`src/rtl/dtw_core_minsel.sv`:
```
// Minimum-cost selector at the tail of a DTW PE array: tracks the lowest cost and its position
// over one scan. Optional saturated-sample counter enabled by defining DTW_MINSEL_SATCNT_EN.
module dtw_core_minsel #(
    parameter int width     = 16,
    parameter int pos_width = 32
) (
    input  logic                 clk,
    input  logic                 rst,
    input  logic                 start,
    input  logic                 in_valid,
    output logic                 in_ready,
    input  logic [width-1:0]     in_cost,
    input  logic                 in_last,
    output logic                 res_valid,
    input  logic                 res_ready,
    output logic [width-1:0]     res_cost,
    output logic [pos_width-1:0] res_pos,
    output logic [pos_width-1:0] sat_count,
    output logic                 busy
);

    localparam logic [width-1:0]     COST_MAX = {width{1'b1}};
    localparam logic [pos_width-1:0] POS_ZERO = {pos_width{1'b0}};
    localparam logic [pos_width-1:0] POS_MAX  = {pos_width{1'b1}};
    localparam logic [pos_width-1:0] POS_ONE  = {{(pos_width-1){1'b0}}, 1'b1};

    typedef enum logic [1:0] {
        IDLE = 2'd0,
        SCAN = 2'd1,
        HOLD = 2'd2
    } state_t;

    state_t                 state_r;
    state_t                 state_next_s;
    logic [width-1:0]       best_cost_r;
    logic [pos_width-1:0]   best_pos_r;
    logic [pos_width-1:0]   pos_r;
    logic [width-1:0]       res_cost_r;
    logic [pos_width-1:0]   res_pos_r;
    logic                   accept_s;
    logic                   better_s;
    logic                   scan_start_s;

    function automatic logic [pos_width-1:0] sat_inc(input logic [pos_width-1:0] v);
        if (v == POS_MAX) begin
            return v;
        end else begin
            return v + POS_ONE;
        end
    endfunction

    // Handshake and comparison decode
    always_comb begin
        scan_start_s = (state_r == IDLE) && start;
        accept_s     = in_valid && in_ready;
        better_s     = in_cost < best_cost_r;
    end

    // State register
    always_ff @(posedge clk) begin
        if (rst) begin
            state_r <= IDLE;
        end else begin
            state_r <= state_next_s;
        end
    end

    // Next-state logic
    always_comb begin
        state_next_s = state_r;
        case (state_r)
            IDLE: begin
                if (start) begin
                    state_next_s = SCAN;
                end else begin
                    state_next_s = IDLE;
                end
            end
            SCAN: begin
                if (in_valid && in_last) begin
                    state_next_s = HOLD;
                end else begin
                    state_next_s = SCAN;
                end
            end
            HOLD: begin
                if (res_ready) begin
                    state_next_s = IDLE;
                end else begin
                    state_next_s = HOLD;
                end
            end
            default: begin
                state_next_s = IDLE;
            end
        endcase
    end

    // Status outputs decoded from the state register only
    always_comb begin
        in_ready  = 1'b0;
        res_valid = 1'b0;
        busy      = 1'b0;
        case (state_r)
            IDLE: begin
                busy = 1'b0;
            end
            SCAN: begin
                in_ready = 1'b1;
                busy     = 1'b1;
            end
            HOLD: begin
                res_valid = 1'b1;
                busy      = 1'b1;
            end
            default: begin
                busy = 1'b0;
            end
        endcase
    end

    // Running minimum, position counter and captured result
    always_ff @(posedge clk) begin
        if (rst) begin
            best_cost_r <= COST_MAX;
            best_pos_r  <= POS_ZERO;
            pos_r       <= POS_ZERO;
            res_cost_r  <= COST_MAX;
            res_pos_r   <= POS_ZERO;
        end else if (scan_start_s) begin
            best_cost_r <= COST_MAX;
            best_pos_r  <= POS_ZERO;
            pos_r       <= POS_ZERO;
        end else if (accept_s) begin
            if (better_s) begin
                best_cost_r <= in_cost;
                best_pos_r  <= pos_r;
            end
            pos_r <= sat_inc(pos_r);
            // The last sample is folded into the captured result directly.
            if (in_last) begin
                res_cost_r <= better_s ? in_cost : best_cost_r;
                res_pos_r  <= better_s ? pos_r : best_pos_r;
            end
        end
    end

    assign res_cost = res_cost_r;
    assign res_pos  = res_pos_r;

`ifdef DTW_MINSEL_SATCNT_EN
    logic [pos_width-1:0] sat_count_r;

    // Count accepted samples pinned at the cost ceiling
    always_ff @(posedge clk) begin
        if (rst) begin
            sat_count_r <= POS_ZERO;
        end else if (scan_start_s) begin
            sat_count_r <= POS_ZERO;
        end else if (accept_s && (in_cost == COST_MAX)) begin
            sat_count_r <= sat_inc(sat_count_r);
        end
    end

    assign sat_count = sat_count_r;
`else
    assign sat_count = POS_ZERO;
`endif

endmodule

```
`config.mk`:
```
export PLATFORM = sky130hd
export DESIGN_NAME = dtw_core_minsel
export DESIGN_NICKNAME = d
export VERILOG_FILES = /design/src/rtl/dtw_core_minsel.sv
export SDC_FILE = /design/constraint.sdc
export NUM_CORES = 1
export LEC_CHECK = 0
export ABC_AREA = 1
export CAP_MARGIN = 20
export CORE_ASPECT_RATIO = 2
export CORE_MARGIN = 2
export CORE_UTILIZATION = 57
export CTS_BUF_LIST = sky130_fd_sc_hd__clkbuf_8
export DETAILED_ROUTE_END_ITERATION = 10
export PLACE_DENSITY = 0.83
export SLEW_MARGIN = 5
export SYNTH_ARGS = -nofsm -noshare
export SYNTH_HDL_FRONTEND = slang
export SYNTH_SLANG_ARGS = --single-unit
```
`constraint.sdc`:
```
create_clock -name clk -period 2.2 [get_ports clk]
set_clock_uncertainty 0.15 [all_clocks]
set_input_delay 0.44 -clock clk [delete_from_list [all_inputs] [get_ports clk]]
set_output_delay 0.44 -clock clk [all_outputs]
set_load 0.05 [all_outputs]
```
==> results of run 1 <==
sequential cells by signal (all words and copies together), names as in the netlist:
name,count
best_pos_r,32
pos_r,32
res_pos,32
best_cost_r,16
res_cost,16
state_r,2
timing repair:
item	in CTS	in global routing
pin swaps	0	18
gates resized for setup	12	87
cloned	0	7
hold buffers	0	0
buffers inserted	0	1
setup endpoints to repair	105	129
stage by stage:
step,hold WS [ns],cells,TNS (ns),total power [W]
2_1_floorplan,0.287,1111,0,0.00312
3_3_place_gp,0.296,1290,-41.44,0.00330
3_5_place_dp,0.301,1290,-41.88,0.00331
4_1_cts,0.322,1322,0,0.00554
5_1_grt,0.301,1330,-4.88,0.00581
6_report,0.296,1330,-1.45,0.00563
critical path: stages:
cell and delay (ns):
clkdlybuf4s50_1 0.42, ha_1 0.30, nand2_1 0.07, inv_2 0.08, nand3_4 0.07, nor3_2 0.24, buf_4 0.19, nand2_8 0.09
nand2_8 0.15, buf_12 0.14, nand2_1 0.08, nand3_1 0.10, nand2_1 0.09, inv_1 0.07
metal layers:
layer	wire length, µm	global-route usage (%)
met5	0	0
met1	7110	28.2
met2	11100	52.7
met4	1410	15.9
met3	1240	5.14
worst max-delay path by stage:
| stage | endpoint | startpoint | depth (start not counted) | slack (ns) |
|---|---|---|---|---|
| floorplan | res_cost[10]$_SDFFE_PP1P_ | state_r[1]$_SDFF_PP0_ | 8 | 0.09 |
| global placement | res_pos[21]$_SDFFE_PP0P_ | in_cost[15] | 14 | -0.45 |
| detailed placement | best_cost_r[10]$_SDFFE_PP1P_ | in_cost[15] | 13 | -0.47 |
| CTS | res_pos[27] | res_pos[27]$_SDFFE_PP0P_ | 1 | 0.00009 |
| global route | best_pos_r[9]$_SDFFE_PP0P_ | best_cost_r[14]$_SDFFE_PP1P_ | 14 | -0.13 |
| finish | best_pos_r[9]$_SDFFE_PP0P_ | in_cost[14] | 14 | -0.11 |
power by group:
group,switching (W),total [W],internal [W]
registers,0.0000388,0.00246,0.00242
clock network,0.000976,0.00227,0.00130
logic,0.000609,0.000896,0.000287
total,0.00162,0.00563,0.00401
area by class of cell:
cell class                 count  area (µm²)
clock inverter                13         184
sequential                   130        2610
clock buffer                  19         262
timing repair buffer         123        1420
fill                         943        3130
tap                          147         184
multi-input combinational    776        3880
inverter                     122         458
cells in the final DEF, fill, tap and decap left out, types with 4 or more instances in the layout:
| cell type | instances |
|---|---|
| nand3_1 | 126 |
| inv_2 | 8 |
| bufinv_16 | 4 |
| ha_4 | 7 |
| nand3_2 | 12 |
| nor3_1 | 17 |
| nor2_1 | 173 |
| clkdlybuf4s50_1 | 21 |
| a21oi_2 | 8 |
| dlymetal6s2s_1 | 38 |
| conb_1 | 32 |
| nand2_2 | 6 |
| o21ai_0 | 6 |
| buf_12 | 12 |
| buf_4 | 33 |
| clkbuf_16 | 4 |
| dlygate4sd2_1 | 9 |
| dfxtp_1 | 127 |
| nand2_1 | 267 |
| ha_1 | 12 |
| nand3b_1 | 15 |
| clkbuf_8 | 19 |
| a21oi_1 | 52 |
| xor2_1 | 13 |
| buf_6 | 4 |
| inv_1 | 115 |
kinds of logic (layout without fill, tap and decap cells):
group / count (synthesis) / count (layout) / share of synthesized area (%)
xor gates and xnor gates: 16 / 16 / 1.99
DFF: 130 / 130 / 36.9
adders and majority gates: 20 / 20 / 3.55
and+or+nand+nor: 636 / 637 / 38.8
buffers and inverters: 206 / 277 / 13.4
other: 1 / 32 / 0.0531
AOI/OAI and AO/OA: 71 / 71 / 5.39
==> results_dict.tcl, run 1 <==
set metrics [dict create \
    outcome "complete, but fails checks" \
    violations "setup timing" \
    antenna_found_initial 0 \
    timing.slew.headroom_pct 59.9 \
    arrival_ns 2.54 \
    io_buffers 72 \
    gp_congestion 0.926 \
    syn_area_um2 7060 \
    yosysTopAreaCellShare_pct 36.9 \
    cts.sinks 130 \
    yosys.area.top_type "dfxtp_1" \
    clk_pin_slew_ns 0.08 \
    drt_iter0_markers 539 \
    io-pin-count 105 \
    fin_ws_ns -0.114 \
    synth.avg_cell_area_um2 6.53 \
    r2r-start "best_cost_r[14]$_SDFFE_PP1P_" \
    layout.nets 1212 \
    hold_violations 0 \
    hold_class "input port to flip-flop" \
    routedWlPerCell_um 15.7 \
    grt_usage_pct 28.4 \
    synth_edf_count 0 \
    cp.required_ns 2.43 \
    ys_types 35 \
    worstReg2RegEnd "best_pos_r[9]$_SDFFE_PP0P_" \
    h-tree-depth 4 \
    setup_violations 50 \
    vias 7382 \
    critPathMaxFanout 6 \
    peakVddDrop_v 0.000424 \
    period_minus_slack_ns 2.31 \
    fin_area_um2 8990 \
    cts-buffers-inserted 17 \
    hold_depth 4 \
    fmax_mhz 432 \
    synthMostInstantiatedCell "nand2_1" \
    worst_pin_slew_ns 0.601 \
    drive_gt1_share_pct 12.4 \
    grt_overflow_total 0 \
    placed_area_um2 8030 \
    clkLatencyLatePin_ns 0.44 \
    vias_per_cell 5.55 \
    grt_pass1_wl_mm 29.6 \
    synthTopCellsByCount "nand2_1 (273), nor2_1 (174), nand3_1 (138)" \
    synth_flop_cell "dfxtp_1" \
    min_from "in_cost[15]" \
    core-area_um2 12100 \
    netlist_top_cells_area "dfxtp_1 (37%), nand2_1 (15%), nand3_1 (9.8%), nor2_1 (9.3%), inv_1 (6.2%)" \
    ant_nets 0 \
    drt-total-wl_mm 20.8 \
    tritoncts "built" \
    endpoint_kind "flip-flop" \
    preCtsSetupSlack_ns -0.470 \
    startpoint_type "input port" \
    finalMaxSlewViolations 0 \
    dr.pass1.iters 6 \
    clockBufferDepth 2 \
    fin_crit_sh_pct 105 \
    die_h_um 161 \
    yosysSeqAreaShare_pct 36.9 \
    criticalPathCategory "input port to flip-flop" \
    cap_viol_max_count 0 \
    power.density_nw_per_um2 626 \
    async_flop_share_pct 0 \
    grt_max_degree 53 \
    areaGrowthSynthToFinish_pct 27.4 \
    netlist_instances 1080 \
    yosysWarningCount 0 \
    grt_pass1_vias 6702 \
    min_to "best_cost_r[15]$_SDFFE_PP1P_" \
    worst_r2r_path_depth 14 \
    start_util_pct 58.2 \
    root_buffer "clkbuf_8" \
    route.detailed.drc 0 \
    antenna_cells 0 \
    hpwl_mm 12.9 \
    fin_util_pct 74.2 \
    r2r_slack_ns -0.11 \
    ys_seq_elements 130 \
    num_rows 57 \
    leakage_nw 4.26 \
    die_w_um 82.7 \
    dieArea_um2 13300 \
]
Power figures use the tool's default switching activity.
==> inputs of run 2 (changes only) <==
--- a/config.mk
+++ b/config.mk
@@ -8,11 +8,9 @@
 export ABC_AREA = 1
 export CAP_MARGIN = 20
 export CORE_ASPECT_RATIO = 2
-export CORE_MARGIN = 2
-export CORE_UTILIZATION = 57
+export CORE_UTILIZATION = 42
 export CTS_BUF_LIST = sky130_fd_sc_hd__clkbuf_8
 export DETAILED_ROUTE_END_ITERATION = 10
-export PLACE_DENSITY = 0.83
 export SLEW_MARGIN = 5
 export SYNTH_ARGS = -nofsm -noshare
 export SYNTH_HDL_FRONTEND = slang
==> run 2 against run 1 <==
The run still ends with setup timing left. First-iteration DRC count shrank 55%. Register-to-register slack gained 0.08 ns. Critical path depth shrank 3. Largest cell class unchanged. Non-clock buffer count grew 6. Die area grew 30%. Highest routed layer unchanged. Core utilization shrank 19 points.
==> results_dict.tcl, run 2 (synthesis results as in run 1) <==
set metrics [dict create \
    core-area_um2 16400 \
    critical_path.max_stage_delay_ns 0.45 \
    io_buffers 72 \
    outcome "complete, but fails checks" \
    drive_gt1_share_pct 13.9 \
    seq_area_um2 2610 \
    root_buffer "clkbuf_8" \
    dp.cells 1352 \
    fin_ws_ns -0.0639 \
    hold_violations 0 \
    internal_power_w 0.00396 \
    fin_util_pct 54.8 \
    finalMaxSlewViolations 0 \
    cp_num_buf_inv 3 \
    fin_crit_sh_pct 103 \
    arrival_ns 2.47 \
    clockPowerShare_pct 40.4 \
    topRoutingLayerUsed "met4" \
    areaGrowthSynthToFinish_pct 27.0 \
    layout_common_cells "nand2_1 (256), nor2_1 (173), nand3_1 (129)" \
    comb_power_share_pct 15.5 \
    h-tree-depth 4 \
    startpoint_type "input port" \
    io-pin-count 105 \
    grt_pass1_vias 6406 \
    worst_pin_slew_ns 0.586 \
    leakage_nw 4.12 \
    crit_cells 11 \
    die_h_um 185 \
    fmax_mhz 442 \
    cts_hold_buf 0 \
    fin_hold_ws_ns 0.246 \
    slowest_stage "clkdlybuf4s50_1" \
    gp_congestion 0.947 \
    grt_pass1_wl_mm 30.0 \
    grt_max_degree 51 \
    drt-total-wl_mm 19.5 \
    num_rows 66 \
    layout.nets 1218 \
    cpLargestDelayFamily "simple AND/OR/NAND/NOR gates" \
    grt_usage_pct 22.5 \
    antenna_cells 0 \
    route.detailed.drc 0 \
    hold_class "input port to flip-flop" \
    antenna_found_initial 0 \
    die_w_um 93.7 \
    hold_depth 4 \
    rsz0062_at_grt "yes" \
    ant_nets 0 \
    final_common_cell "nand2_1" \
    violations "setup timing" \
    switching_share_pct 29.0 \
    wl_met3_um 641 \
    timing.slew.headroom_pct 60.9 \
    fin_cells 1393 \
    clkLatencyLatePin_ns 0.46 \
    crit_chain "clkdlybuf4s50_1, ha_1, nand3_2, nor3_2, buf_4, nand2_8, nand2_4, clkbuf_16, nand2_1, nand3_1, nand2_1" \
    dr_wl_met2_mm 10.8 \
    cts-buffers-inserted 17 \
    p_sw_w 0.00162 \
    peakVddDrop_v 0.000401 \
    multi_input_area_um2 3840 \
    clk_pin_slew_ns 0.08 \
    worst_r2r_path_depth 13 \
    clockBufferDepth 2 \
    power.density_nw_per_um2 622 \
    period_minus_slack_ns 2.26 \
    endpoint_kind "flip-flop" \
    routedWlPerCell_um 14.0 \
    vias 6813 \
    path_common_cell "nand2_1" \
    dr.pass1.iters 4 \
    grt_overflow_total 0 \
    cp.required_ns 2.41 \
    hpwl_mm 13.3 \
    cts.sinks 130 \
    start_util_pct 43.2 \
    wl_met1_mm 7.36 \
    tritoncts "built" \
    criticalPathCategory "input port to flip-flop" \
    seqPwrFrac_pct 44.1 \
    setup_violations 17 \
    dieArea_um2 17400 \
    fillerInstances 1662 \
    cap_viol_max_count 0 \
    critPathMaxFanout 5 \
    vias_per_cell 4.89 \
    drt_iter0_markers 245 \
]
-- run 2: layout make-up --
| cell class | instances | share of cell area, % |
|---|---|---|
| multi-input combinational | 776 | 42.9 |
| sequential | 130 | 29.1 |
| timing repair buffer | 129 | 15.2 |
| inverter | 122 | 5.11 |
| tap | 204 | 2.85 |
| clock buffer | 18 | 2.76 |
| clock inverter | 14 | 2.11 |
-- run 2: worst paths after layout --
kind / from / slack (ns) / endpoint
worst max register to register: best_cost_r[15]$_SDFFE_PP1P_ / -0.03 / res_cost[4]$_SDFFE_PP1P_
worst max-delay path: in_cost[13] / -0.06 / res_cost[4]$_SDFFE_PP1P_
worst min-delay path: in_cost[11] / 0.25 / res_cost[11]$_SDFFE_PP1P_
worst min register to register: best_cost_r[11]$_SDFFE_PP1P_ / 0.31 / best_cost_r[11]$_SDFFE_PP1P_
-- run 2: metrics by stage --
stage                     instance area, µm²  TNS (ns)  total power, W  setup slack (ns)
after floorplan                         7170         0         0.00312            0.0885
after global placement                  8120    -41.88         0.00332            -0.488
after detailed placement                8120    -46.66         0.00332            -0.536
after CTS                               8500    -0.794         0.00555           -0.0464
after global routing                    8960     -6.47         0.00581            -0.127
final                                   8960    -0.350         0.00557           -0.0639
-- run 2: per-layer routing --
metal	track usage [%]	vias to the layer above
met5	0	-
met4	9.78	0
met3	4.23	48
met2	44.3	134
met1	22.0	3116
li1	-	3515
-- run 2: power by group through the flow --
stage	Sequential [W]	Combinational [W]	Clock, W
2_1_floorplan	0.00260	0.000516	0
3_3_place_gp	0.00251	0.000811	0
3_5_place_dp	0.00251	0.000814	0
4_1_cts	0.00245	0.000799	0.00230
5_1_grt	0.00246	0.000940	0.00240
6_report	0.00246	0.000864	0.00225
-- run 2: tightest hold or removal path, stage by stage --
cell and delay (ns):
dlymetal6s2s_1 0.12, nand3b_1 0.14, nand3_1 0.08, nand2_1 0.05
-- run 2: what timing repair did --
item                       in CTS  in global routing
buffers inserted                0                  1
pin swaps                       0                 22
cloned                          0                  8
resized for setup              43                 76
setup endpoints to repair      95                101
